**src/rtl/edge_pulse_gen.sv**
```systemverilog
// Multi-channel edge-to-pulse generator: synchronise, debounce, qualify edges by mode,
// and stretch each qualifying edge into a retriggerable pulse of PULSE_LEN cycles.
module edge_pulse_gen #(
    parameter int CH              = 2,
    parameter int SYNC_STAGES     = 2,
    parameter int DEBOUNCE_CYCLES = 2,
    parameter int PULSE_LEN       = 4
) (
    input  logic              clk,
    input  logic              rstn,
    input  logic [CH-1:0]     in,
    input  logic [2*CH-1:0]   mode,
    output logic [CH-1:0]     out,
    output logic [CH-1:0]     level,
    output logic              any_out
);

    localparam int DW = $clog2(DEBOUNCE_CYCLES + 1);
    localparam int PW = $clog2(PULSE_LEN + 1);

    logic [CH-1:0] out_d;
    logic [CH-1:0] out_q;
    logic          any_out_q;

    for (genvar g = 0; g < CH; g++) begin : g_ch
        logic [SYNC_STAGES-1:0] sync_q;
        logic                   level_q, level_d;
        logic [DW-1:0]          dcnt_q, dcnt_d;
        logic [PW-1:0]          pcnt_q, pcnt_d;
        logic                   s;
        logic                   accept;
        logic                   qual;

        assign s = sync_q[SYNC_STAGES-1];

        always_comb begin
            level_d = level_q;
            dcnt_d  = dcnt_q;
            accept  = 1'b0;
            if (s == level_q) begin
                dcnt_d = '0;
            end else if (dcnt_q == DW'(DEBOUNCE_CYCLES - 1)) begin
                level_d = s;
                dcnt_d  = '0;
                accept  = 1'b1;
            end else begin
                dcnt_d = dcnt_q + DW'(1);
            end
        end

        // After an accepted transition the new level equals s, so s gives the edge direction.
        assign qual = accept && ((s && mode[2*g]) || (!s && mode[2*g+1]));

        always_comb begin
            pcnt_d = pcnt_q;
            if (qual) begin
                pcnt_d = PW'(PULSE_LEN);
            end else if (pcnt_q != '0) begin
                pcnt_d = pcnt_q - PW'(1);
            end
        end

        assign out_d[g] = (pcnt_d != '0);
        assign level[g] = level_q;

        always_ff @(posedge clk or negedge rstn) begin
            if (!rstn) begin
                sync_q  <= '0;
                level_q <= 1'b0;
                dcnt_q  <= '0;
                pcnt_q  <= '0;
            end else begin
                sync_q  <= {sync_q[SYNC_STAGES-2:0], in[g]};
                level_q <= level_d;
                dcnt_q  <= dcnt_d;
                pcnt_q  <= pcnt_d;
            end
        end
    end

    // any_out is built from next-state values so it tracks out in the same cycle.
    always_ff @(posedge clk or negedge rstn) begin
        if (!rstn) begin
            out_q     <= '0;
            any_out_q <= 1'b0;
        end else begin
            out_q     <= out_d;
            any_out_q <= |out_d;
        end
    end

    assign out     = out_q;
    assign any_out = any_out_q;

endmodule
```
**config.mk**
```make
export PLATFORM = sky130hd
export DESIGN_NAME = edge_pulse_gen
export DESIGN_NICKNAME = d
export VERILOG_FILES = /design/src/rtl/edge_pulse_gen.sv
export SDC_FILE = /design/constraint.sdc
export NUM_CORES = 1
export LEC_CHECK = 0
export CAP_MARGIN = 20
export CORE_MARGIN = 5
export CORE_UTILIZATION = 46
export CTS_CLUSTER_DIAMETER = 150
export CTS_CLUSTER_SIZE = 20
export DETAILED_ROUTE_END_ITERATION = 8
export PLACE_DENSITY = 0.82
export SYNTH_ARGS = -nofsm -noshare
export SYNTH_HDL_FRONTEND = slang
export SYNTH_SLANG_ARGS = --single-unit
export TNS_END_PERCENT = 20
```
**constraint.sdc**
```tcl
create_clock -name clk -period 1.55 [get_ports clk]
set_clock_uncertainty 0.05 [all_clocks]
set_input_delay 0.155 -clock clk [delete_from_list [all_inputs] [get_ports clk]]
set_output_delay 0.155 -clock clk [all_outputs]
set_load 0.02 [all_outputs]
```
==> impl_metrics.toml <==
[grt]
grt_first_pass_wirelength_um = 2230
grt_start_max_net_pins = 20
antenna_found_initial = 0
grt.total_usage = 0.117
grt_pass1_vias = 545
overflow = 0

[clocking]
clk_path_buf_depth = 2
cts_htree_levels = 1
clkSinkCount = 19
clockRootBuffer = "clkbuf_4"
cts_tree = "built"
numCtsBuffers = 3
clk_latency_ns = 0.30
clk_pin_slew_worst_paths_ns = 0.10

[floorplan]
die_h_um = 52.9
start_util = 0.485
io_pins = 13
core_area_mm2 = 0.00175
die_area_mm2 = 0.00280
fp.dieW_um = 52.9
rows = 15

[setup_path]
r2r_end = "any_out"
worstPathArrival_ns = 1.65
worst_ep_required_time_ns = 1.68
startpoint_type = "flip-flop"
crit_path_max_fanout = 2
reg2regPathDepth = 6
crit_type = "flip-flop to flip-flop"
timing.rr.start = "g_ch[1].pcnt_q[0]"
reg2reg_slack_ns = 0.03
cp-end-kind = "flip-flop"

[final_layout]
post-route-util = 0.650
num-nets-final = 111
drive_gt1_frac = 0.281
antenna_cells = 0
syn_to_final_growth_pct = 34.2

[power]
peakVddDrop_mv = 0.901
p_total_mw = 2.08
power.density_mw_per_mm2 = 1840
p_leak_nw = 0.506

[yosys]
ys_ff_latch = 19
yosysTopAreaCell = "dfrtp_1"
postSynthAreaPerCell_um2 = 11.7
synth_nets = 86
ys_seq_area_frac = 0.562
synthTopCellsByCount = "dfrtp_1, inv_1, nor2_1"
async_flop_share = 1.00
synth_area_um2 = 846
synth_top_area_frac = 0.562
synth.most_common_cell = "dfrtp_1"
ys_types = 18
synthCells = 72
synth_edf_count = 0
synth_flop_cell = "dfrtp_1"
yosysWarnings = 0
synth_area_leaders = "dfrtp_1, ha_1, nand3b_1"

[drt]
route.vias.total = 529
drt_wl_total_um = 1230
wl_per_cell_um = 10.1
drtIter0Drc = 0
antenna_left = 0
dr.pass1.iters = 1
drc = 0
avgViaCountPerCell = 4.37

[run_status]
status = "complete, no violations"

[sta]
grt_setup_unrepaired = "yes"
drv_slew = 0
fin_crit_ns = 1.52
tightest_slew_ns = 0.233
timing.fmax_mhz = 659
finalSetupViolations = 0
period_share = 0.979
max_slew_margin = 0.845
finalHoldViolCount = 0

[job]
drv_cap = 0

[min_path]
hold_class = "primary input to asynchronous set/reset pin"

[place]
portBuffers = 12
gp_congestion = 0.746
hpwl_um = 918
-- cell usage in the layout, fill, tap and decap left out, drive strengths merged, types with 4 or more instances in the layout --
cell	netlist	final
dfrtp	19	19
clkdlybuf4s50	0	10
buf	2	10
nor2	8	8
inv	8	8
nand3b	6	6
ha	6	6
clkbuf	0	4
a21oi	4	4
-- routing by layer --
| metal | wire, µm | part of all wire | GRT usage |
|---|---|---|---|
| met5 | 0 | 0 | 0 |
| met4 | 44 | 0.036 | 0.0894 |
| met3 | 48 | 0.039 | 0.0338 |
| met2 | 531 | 0.43 | 0.167 |
| met1 | 601 | 0.49 | 0.147 |
-- timing repair --
item                       4_1_cts  5_1_grt
setup endpoints to repair        3        3
resized for setup                2        4
gates cloned                     0        0
pin swaps                        0        5
hold buffers                     0        0
buffers inserted                 1        1
-- area by class of cell --
cell class / instances / area [µm²]
clock buffer: 4 / 26.3
timing repair buffer: 22 / 193
multi-input combinational: 43 / 379
sequential: 19 / 475
inverter: 8 / 30.0
fill: 143 / 611
tap: 25 / 31.3
-- through the flow --
stage,setup slack [ns],cell area [µm²],cells,hold slack (ns),setup TNS [ns]
after floorplan,0.0163,900,72,-0.191,0
after global placement,0.0321,1100,115,0.285,0
after detailed placement,-0.00665,1100,115,0.296,-0.00665
after CTS,-0.00645,1130,120,0.121,-0.00645
after global routing,-0.0388,1130,121,0.137,-0.0388
final,0.0321,1130,121,0.121,0
-- where the power goes --
group          switching, mW  internal (mW)  total [mW]  leakage, nW
Combinational          0.494          0.593        1.09        0.265
Sequential            0.0948          0.658       0.752        0.226
Clock                  0.145          0.100       0.245       0.0150
Total                  0.733           1.35        2.08        0.506
-- registers in the layout, indices dropped and copies added, names as in the netlist --
signal / cells
g_ch.level_q: 2
any_out: 1
g_ch.sync_q: 4
g_ch.dcnt_q: 4
g_ch.pcnt_q: 6
out: 2
-- cells by family (layout without fill, tap and decap cells) --
family | after synthesis | count (layout) | share of synthesized area
flip-flops | 19 | 19 | 0.562
AO/OA/AOI/OAI | 6 | 6 | 0.0458
multiplexers | 2 | 2 | 0.0266
buffers and inverters | 10 | 34 | 0.0533
AND/OR/NAND/NOR | 25 | 25 | 0.182
XOR/XNOR | 4 | 4 | 0.0414
adder cells (fa/ha/maj) | 6 | 6 | 0.0888
-- how the worst max path moves through the flow --
stage | start | depth (start not counted) | to | slack [ns]
finish | g_ch[1].pcnt_q[0] | 6 | any_out | 0.03
global placement | g_ch[1].pcnt_q[1] | 6 | any_out | 0.03
global route | g_ch[0].pcnt_q[1] | 6 | any_out | -0.04
floorplan | g_ch[0].pcnt_q[0] | 6 | any_out | 0.02
detailed placement | g_ch[0].pcnt_q[1] | 6 | any_out | -0.007
CTS | g_ch[1].pcnt_q[1] | 6 | any_out | -0.006
-- critical path, cell delays in order, from the launching register on --
cell	delay, ns
dfrtp_1	0.41
inv_2	0.07
ha_4	0.14
ha_4	0.12
or3b_1	0.35
a21oi_2	0.16
nand4bb_1	0.10
No activity file was read; power rests on OpenSTA's default activity.
